==> src/rtl/fifo_pkg.sv <==
// Shared types and helpers for the FIFO read-side stream.
// Holds the consumer state encoding and the counter sizing helper.
package fifo_pkg;

  typedef enum logic {
    ST_STREAM = 1'b0,
    ST_FLUSH  = 1'b1
  } state_e;

  localparam int DROP_W = 16;

  function automatic int clog2(input int v);
    int r;
    r = 0;
    for (int i = 0; i < 31; i++) begin
      if ((1 << i) < v) r = i + 1;
    end
    return r;
  endfunction

endpackage

==> src/rtl/fifo_rd_stream_skid.sv <==
// Two-entry skid buffer: OUT drives the stream, SKID absorbs one
// word while the consumer stalls.
module skid_buf2 #(
  parameter int W = 33
) (
  input  logic         clk,
  input  logic         rst,
  input  logic         clr,
  input  logic         push,
  input  logic [W-1:0] push_data,
  input  logic         pop,
  output logic [W-1:0] out_data,
  output logic         out_valid,
  output logic [1:0]   cnt
);

  logic [W-1:0] r_out;
  logic [W-1:0] r_skid;
  logic [1:0]   r_cnt;
  logic         r_valid;

  logic [W-1:0] w_out_nxt;
  logic [W-1:0] w_skid_nxt;
  logic [1:0]   w_cnt_nxt;

  always_comb begin
    w_out_nxt  = r_out;
    w_skid_nxt = r_skid;
    w_cnt_nxt  = r_cnt;
    unique case (r_cnt)
      2'd0: begin
        if (push) begin
          w_out_nxt = push_data;
          w_cnt_nxt = 2'd1;
        end
      end
      2'd1: begin
        if (pop && push) begin
          w_out_nxt = push_data;
        end else if (pop) begin
          w_cnt_nxt = 2'd0;
        end else if (push) begin
          w_skid_nxt = push_data;
          w_cnt_nxt  = 2'd2;
        end
      end
      2'd2: begin
        // SKID is older than anything arriving now
        if (pop) begin
          w_out_nxt = r_skid;
          if (push) w_skid_nxt = push_data;
          else      w_cnt_nxt  = 2'd1;
        end
      end
      default: begin
        w_cnt_nxt = 2'd0;
      end
    endcase
  end

  always_ff @(posedge clk) begin
    if (rst) begin
      r_out   <= '0;
      r_skid  <= '0;
      r_cnt   <= 2'd0;
      r_valid <= 1'b0;
    end else if (clr) begin
      r_cnt   <= 2'd0;
      r_valid <= 1'b0;
    end else begin
      r_out   <= w_out_nxt;
      r_skid  <= w_skid_nxt;
      r_cnt   <= w_cnt_nxt;
      r_valid <= (w_cnt_nxt != 2'd0);
    end
  end

  assign out_data  = r_out;
  assign out_valid = r_valid;
  assign cnt       = r_cnt;

endmodule

==> src/rtl/fifo_rd_stream.sv <==
// Read-domain consumer: pops a FWFT FIFO into a registered stream,
// tags burst ends, and drains the FIFO on a flush command.
module fifo_rd_stream
  import fifo_pkg::*;
#(
  parameter int WIDTH       = 32,
  parameter int BURST_LEN   = 8,
  parameter int CNT_W       = 3,
  parameter int FLUSH_QUIET = 4
) (
  input  logic              rd_clk,
  input  logic              rd_reset,
  input  logic [WIDTH-1:0]  fifo_data,
  input  logic              fifo_empty,
  output logic              fifo_rd_en,
  output logic [WIDTH-1:0]  m_data,
  output logic              m_valid,
  input  logic              m_ready,
  output logic              m_last,
  input  logic              flush_req,
  output logic              flush_busy,
  output logic [DROP_W-1:0] drop_cnt
);

  localparam int QW = clog2(FLUSH_QUIET + 1);
  localparam logic [CNT_W-1:0] LAST_POS  = CNT_W'(BURST_LEN - 1);
  localparam logic [QW-1:0]    QUIET_END = QW'(FLUSH_QUIET - 1);

  generate
    if (BURST_LEN < 2 || clog2(BURST_LEN) > CNT_W || FLUSH_QUIET < 1) begin : g_bad_cfg
      $error("fifo_rd_stream: invalid BURST_LEN/CNT_W/FLUSH_QUIET");
    end
  endgenerate

  state_e            r_state;
  logic [CNT_W-1:0]  r_pop_cnt;
  logic [QW-1:0]     r_quiet;
  logic [DROP_W-1:0] r_drop;

  logic              w_flushing;
  logic              w_pop;
  logic              w_push;
  logic              w_xfer;
  logic [1:0]        w_cnt;
  logic              w_valid;
  logic [WIDTH:0]    w_out;
  logic [2:0]        w_drop_inc;
  logic [DROP_W:0]   w_drop_sum;

  assign w_flushing = (r_state == ST_FLUSH);
  assign w_xfer     = w_valid && m_ready;
  assign w_push     = w_pop && !w_flushing && !flush_req;

  always_comb begin
    w_pop = 1'b0;
    if (!rd_reset) begin
      unique case (r_state)
        ST_FLUSH:  w_pop = !fifo_empty;
        default:   w_pop = !fifo_empty && (w_cnt != 2'd2);
      endcase
    end
  end

  // Entering flush drops whatever the consumer did not take this cycle
  always_comb begin
    w_drop_inc = 3'd0;
    if (w_flushing) begin
      w_drop_inc = {2'b00, w_pop};
    end else if (flush_req) begin
      w_drop_inc = {1'b0, w_cnt} - {2'b00, w_xfer} + {2'b00, w_pop};
    end
  end

  assign w_drop_sum = {1'b0, r_drop} + (DROP_W + 1)'(w_drop_inc);

  always_ff @(posedge rd_clk) begin
    if (rd_reset) begin
      r_state   <= ST_STREAM;
      r_pop_cnt <= '0;
      r_quiet   <= '0;
      r_drop    <= '0;
    end else begin
      r_drop <= w_drop_sum[DROP_W] ? '1 : w_drop_sum[DROP_W-1:0];
      if (flush_req) begin
        r_state   <= ST_FLUSH;
        r_quiet   <= '0;
        r_pop_cnt <= '0;
      end else if (w_flushing) begin
        if (!fifo_empty) begin
          r_quiet <= '0;
        end else if (r_quiet == QUIET_END) begin
          r_state <= ST_STREAM;
          r_quiet <= '0;
        end else begin
          r_quiet <= r_quiet + 1'b1;
        end
      end else if (w_push) begin
        r_pop_cnt <= (r_pop_cnt == LAST_POS) ? '0 : r_pop_cnt + 1'b1;
      end
    end
  end

  skid_buf2 #(
    .W (WIDTH + 1)
  ) u_skid (
    .clk       (rd_clk),
    .rst       (rd_reset),
    .clr       (flush_req),
    .push      (w_push),
    .push_data ({(r_pop_cnt == LAST_POS), fifo_data}),
    .pop       (w_xfer),
    .out_data  (w_out),
    .out_valid (w_valid),
    .cnt       (w_cnt)
  );

  assign fifo_rd_en = w_pop;
  assign m_data     = w_out[WIDTH-1:0];
  assign m_last     = w_out[WIDTH];
  assign m_valid    = w_valid;
  assign flush_busy = w_flushing;
  assign drop_cnt   = r_drop;

endmodule

==> config.mk <==
export PLATFORM = sky130hd
export DESIGN_NAME = fifo_rd_stream
export DESIGN_NICKNAME = d
export VERILOG_FILES = /design/src/rtl/fifo_pkg.sv /design/src/rtl/fifo_rd_stream_skid.sv /design/src/rtl/fifo_rd_stream.sv
export SDC_FILE = /design/constraint.sdc
export NUM_CORES = 1
export LEC_CHECK = 0
export CORE_ASPECT_RATIO = 1.75
export CORE_UTILIZATION = 44
export DETAILED_ROUTE_END_ITERATION = 10
export HOLD_SLACK_MARGIN = 0.1
export PLACE_DENSITY = 0.79
export SYNTH_ARGS = -nofsm -noshare
export SYNTH_HDL_FRONTEND = slang
export SYNTH_SLANG_ARGS = --single-unit
==> constraint.sdc <==
create_clock -name rd_clk -period 5.7 [get_ports rd_clk]
set_input_delay 0.57 -clock rd_clk [delete_from_list [all_inputs] [get_ports rd_clk]]
set_output_delay 0.57 -clock rd_clk [all_outputs]
set_load 0.005 [all_outputs]
Word-level counts from Yosys, hierarchy flattened:

Cells that the tools add are included.

* $add $sub $neg: 5
* equality and inequality tests: 10
* muxes and demuxes: 28
* bitwise operators: 2
* reduce and logical (&&, ||, !) cells: 16

Operator list (number)
* 33-bit two-way mux: 7
* 33-bit one-hot mux with 3 select lines: 1
* 33-bit one-hot mux with 2 select lines: 1
* 16-bit by 3-bit adder with 17-bit output: 1
* 16-bit two-way mux: 1
* 3-bit two-way mux: 5
* 2-bit two-way mux: 6
* 5-bit AND reduction: 2
* 3-bit by 1-bit adder with 3-bit output, second input constant: 2
* 1-bit two-way mux: 6
* 2-bit by 1-bit inequality test with 1-bit output, second input constant: 3
* 2-bit inequality test, second input constant: 3
* 2-bit one-hot mux with 3 select lines: 1
* 1-bit logical AND: 5
* 2-bit nonzero test: 2
* 3-bit by 1-bit adder with 3-bit output: 1
* 3-bit by 2-bit equality test with 1-bit output, second input constant: 1
* 3-bit equality test, second input constant: 1
* 1-bit zero test: 3
* 3-bit nonzero test: 1
* 2-bit by 1-bit subtractor with 3-bit output: 1
* 2-bit by 1-bit equality test with 1-bit output, second input constant: 1
* 2-bit equality test, second input constant: 1
* 2-bit zero test: 1
* 3 further kinds: 4

* bits in registers: 92
* output and inout port bits: 52
* logic and storage cells: 69

Longest topological paths before layout:

* depth in word-level cells: 11
* depth in mapped cells: 14
* gate-level depth less buffers: 13

Modules after synthesis:

Synthesis repeated with hierarchy kept, for this count alone.

* cell total of the unflattened synthesis: 489
* area, all modules: 4175.3 um^2

Modules (own cells, without submodules)
* skid_buf2: times used 1, cells each 351, area each 2949.1 um^2, sequential area each 1381.3 um^2
* fifo_rd_stream: times used 1, cells each 138, area each 1226.2 um^2, sequential area each 460.4 um^2

Least setup slack after synthesis:

OpenSTA, ideal clock, no wires.

* path type: register -> register
* from: register u_skid.r_cnt[0], in the netlist u_skid.cnt[0]
* to: register r_drop[11], in the netlist drop_cnt[11]
* data arrival time: 3.566 ns
* required time: 5.567 ns
* slack: 2.001 ns
* cell stages (with the launch flop): 14
* period minus slack after synthesis: 3.699 ns
* path through: dfxtp_1 inv_1 ha_1 buf_2 buf_1 a211oi_1 ha_1 fa_1 and3_1 fa_1 a21oi_1 nor4_4 nand2_1 a31oi_1

* longest elaborated chain between the ends: 9
* elaborated cells on any way between the ends: 10
* those cells by class: add/sub (3); eq/ne (1); mux (5); reduce/logical (1)

Ends and longest elaborated chain
* from (decl): line fifo_rd_stream_skid.sv:19 `logic [1:0] r_cnt;`
* from (signal assigned): line fifo_rd_stream_skid.sv:73 `r_cnt <= w_cnt_nxt;`
* 2-bit inequality test *: line fifo_rd_stream.sv:59 `default: w_pop = !fifo_empty && (w_cnt != 2'd2);`
* 1-bit logical AND *: line fifo_rd_stream.sv:59
* 1-bit two-way mux *: line fifo_rd_stream.sv:57 `unique case (r_state)`
* 1-bit two-way mux *: line fifo_rd_stream.sv:56 `if (!rd_reset) begin`
* named net fifo_rd_en: line fifo_rd_stream.sv:15 `output logic fifo_rd_en,`
* 3-bit by 1-bit adder with 3-bit output: line fifo_rd_stream.sv:70 `w_drop_inc = {1'b0, w_cnt} - {2'b00, w_xfer} + {2'b00, w_pop};`
* 3-bit two-way mux: line fifo_rd_stream.sv:69 `end else if (flush_req) begin`
* 3-bit two-way mux *: line fifo_rd_stream.sv:67 `if (w_flushing) begin`
* 16-bit by 3-bit adder with 17-bit output *: line fifo_rd_stream.sv:74 `assign w_drop_sum = {1'b0, r_drop} + (DROP_W + 1)'(w_drop_inc);`
* 16-bit two-way mux *: line fifo_rd_stream.sv:83 `r_drop <= w_drop_sum[DROP_W] ? '1 : w_drop_sum[DROP_W-1:0];`
* to (signal assigned): line fifo_rd_stream.sv:83
* to (decl): line fifo_rd_stream.sv:38 `logic [DROP_W-1:0] r_drop;`

The timed path passes the listed nets; every way through them passes the cells marked *.
A chain may end at the register's enable or synchronous reset.

Worst setup path in the final report:

* from: input port m_ready
* to: register r_drop[9], in the netlist drop_cnt[9]

* longest elaborated chain between the ends: 7

Ends and longest elaborated chain
* from (decl): line fifo_rd_stream.sv:18 `input logic m_ready,`
* 1-bit logical AND: line fifo_rd_stream.sv:51 `assign w_xfer = w_valid && m_ready;`
* 2-bit by 1-bit subtractor with 3-bit output: line fifo_rd_stream.sv:70
* 3-bit by 1-bit adder with 3-bit output: line fifo_rd_stream.sv:70
* 3-bit two-way mux: line fifo_rd_stream.sv:69
* 3-bit two-way mux: line fifo_rd_stream.sv:67
* 16-bit by 3-bit adder with 17-bit output: line fifo_rd_stream.sv:74
* 16-bit two-way mux: line fifo_rd_stream.sv:83

No other way between the ends.

==> metrics.yaml <==
setup_path:
  start_kind: "input port"
  r2r-start: "u_skid.cnt[0]"
  cp.required_ns: 5.88
  cp.arrival_ns: 4.02
  cpPeakStageDelay_ns: 0.51
  end_kind: "flip-flop"
  crit_path_top_delay_cell: "a21oi_1"
  crit_fanout: 9
  crit_chain: "clkdlybuf4s50_1, nand2_1, inv_1, ha_1, inv_1, ha_1, fa_1, and3_1, fa_1, a21oi_1, nor4_4, nand2_1, a31oi_1"
  critPathKind: "in -> reg"
  crit_start: "m_ready"
placement:
  place_congestion: 0.838
  io_buffer_count: 88
  dp.cells: 652
  dp_hpwl_um: 6960
  pre_cts_ws_ns: 1.55
floorplan:
  dieArea_mm2: 0.0100
  io-pin-count: 89
  core_mm2: 0.00941
  die_y_um: 132
  rows: 47
  die_w_um: 76.1
  start_util_pct: 44.9
global_routing:
  track_usage_pct: 21.4
  grt_pass1_vias: 3640
  grt_overflow: 0
  grt_pass1_wl_um: 17200
  antenna_found_initial: 0
  grt_max_degree: 89
clocking:
  cts_hold_buffers: 0
  htreeDepth: 3
  ctsResizeCount: 0
  postCtsSetupBuffers: 0
  insertion_delay_ns: 0.34
  cts_tree: "done"
  clock_path_buffers: 2
  cts.sinks: 92
  cts_buffers: 9
  cts_root_buffer: "clkbuf_16"
  path_clk_slew_ns: 0.06
sta:
  tightest_slew_ns: 0.910
  slew_violations: 0
  fin_crit_sh_pct: 67.3
  fmaxAchievable_mhz: 261
  hold_slack_ns: 0.455
  fin_ws_ns: 1.86
  finalSetupViolations: 0
  clock_skew_ns: 0.00353
  slew_headroom_pct: 39.4
  rsz0062_at_grt: "false"
  fin_crit_ns: 3.84
  fin_tns_setup_ns: 0
  hold_violations: 0
yosys:
  ys_top_cells_by_area: "dfxtp_1 (44%), mux2i_1 (7.8%), nand2_1 (6.9%)"
  ys_types: 50
  yosysSeqAreaShare_pct: 43.6
  yosysTopAreaCell: "dfxtp_1"
  synth_top_area_share_pct: 43.6
  yosysWarnings: 0
  avgSynthCellArea_um2: 9.01
  synthesis.nets: 520
  ys_ff_latch: 92
  synth_cells: 469
  synth_area_mm2: 0.00423
final_layout:
  fin_cells: 666
  n_antenna_cell: 0
  layout.nets: 592
  fin_util_pct: 57.4
  drive_gt1_share_pct: 5.51
  area_growth_pct: 27.9
min_path:
  worstHoldPathType: "reg -> reg"
  hold_path_startpoint: "u_skid.r_skid[18]"
detailed_routing:
  drt_iter0_drc: 355
  ant_nets: 0
  wirelength_um: 10600
  drcViolationCount: 0
  avgRoutedWirePerCell_um: 15.9
  vias: 3828
  viasPerCell: 5.75
  first_pass_iters: 6
flow_run:
  drv_cap: 0
run_status:
  status: "finished, final reports clean"
pwr:
  p_per_area_mw_per_mm2: 254
  irDropWorstVdd_mv: 0.172
  p_leak_uw: 0.00177
==> layout by cell type, fill, tap and decap left out, drive strengths merged, types with 6 or more instances in the layout <==
cell           synthesis  layout
dfxtp                 92      92
clkdlybuf4s50          0      87
nand2                 78      78
a21oi                 51      51
a31oi                 40      40
a211oi                36      36
mux2i                 33      33
ha                    12      12
clkbuf                18      11
inv                   10      10
nor2                  10      10
buf                   17       9
nand3                  8       8
xnor2                  6       6
and3                   6       6
nor3                   6       6
==> kinds of logic (layout without fill, tap and decap cells) <==
group                      count (synthesis)  after routing  share of synthesized area [%]
muxes                                     33             33                           7.82
DFF                                       92             92                           43.6
xor gates and xnor gates                   6              6                           1.24
AOI/OAI and AO/OA                        150            150                           22.9
adders and majority gates                 14             14                           4.50
and+or+nand+nor                          129            129                           14.5
buffers and inverters                     45            120                           5.42
==> layout make-up <==
class | count | area (um2)
clock buffers | 11 | 233
clock inverters | 3 | 40.0
fillers | 833 | 4000
inverters | 10 | 37.5
multi-input cells | 332 | 2160
flip-flops and latches | 92 | 1840
well taps | 122 | 153
repair buffers | 96 | 936
==> cells in the mapped netlist, drive strengths merged <==
cell type	count
or4	2
nor3b	1
ha	12
o31ai	4
a31oi	40
nand3	8
a2bb2oi	1
clkbuf	18
and3	6
nor4	1
a21oi	51
a21o	3
or3	4
o21ai	5
fa	2
and2	1
o22ai	1
mux2i	33
nor2b	2
a211oi	36
nand4	3
nand4b	1
buf	17
o21bai	1
nor4b	1
a221oi	1
inv	10
a32o	1
nand2	78
and4	1
nand2b	1
o211ai	1
a311oi	4
a221o	1
nor2	10
dfxtp	92
nand3b	1
nor3	6
xnor2	6
or2	2
==> flip-flops by register name, indices dropped and copies added, names as in the netlist <==
| signal | count |
|---|---|
| u_skid.out_valid | 1 |
| u_skid.cnt | 2 |
| drop_cnt | 16 |
| u_skid.out_data | 33 |
| flush_busy | 1 |
| u_skid.r_skid | 33 |
| r_quiet | 3 |
| r_pop_cnt | 3 |
==> power by group <==
group / total (uW) / switching, uW / internal [uW]
Clock: 563 / 230 / 333
Combinational: 140 / 67.9 / 72.4
Sequential: 668 / 9.90 / 658
Total: 1370 / 307 / 1060
==> worst max-delay path: cells and delay by family <==
family,cells,cell delay [ns]
AND/OR/NAND/NOR,4,0.89
adder cells (fa/ha/maj),4,1.31
buffers and inverters,3,0.59
AO/OA/AOI/OAI,2,0.64
==> per-layer routing <==
layer	track usage, %	share of wire, %
met2	38.7	53
met4	13.0	3.1
met3	3.89	4.9
met5	0	0
met1	22.8	39
==> final timing paths <==
| path | endpoint | slack, ns | depth (start not counted) |
|---|---|---|---|
| worst max-delay path | drop_cnt[9] | 1.86 | 13 |
| worst min-delay path | u_skid.r_skid[18] | 0.45 | 2 |
| worst max register to register | drop_cnt[9] | 2.11 | 11 |
| worst min register to register | u_skid.r_skid[18] | 0.45 | 2 |
==> metrics by stage <==
stage	total power (uW)	area, um2
floorplan	750	4230
global placement	819	5130
detailed placement	822	5130
CTS	1380	5410
global route	1430	5410
finish	1370	5410
(Power assumes the default switching activity.)
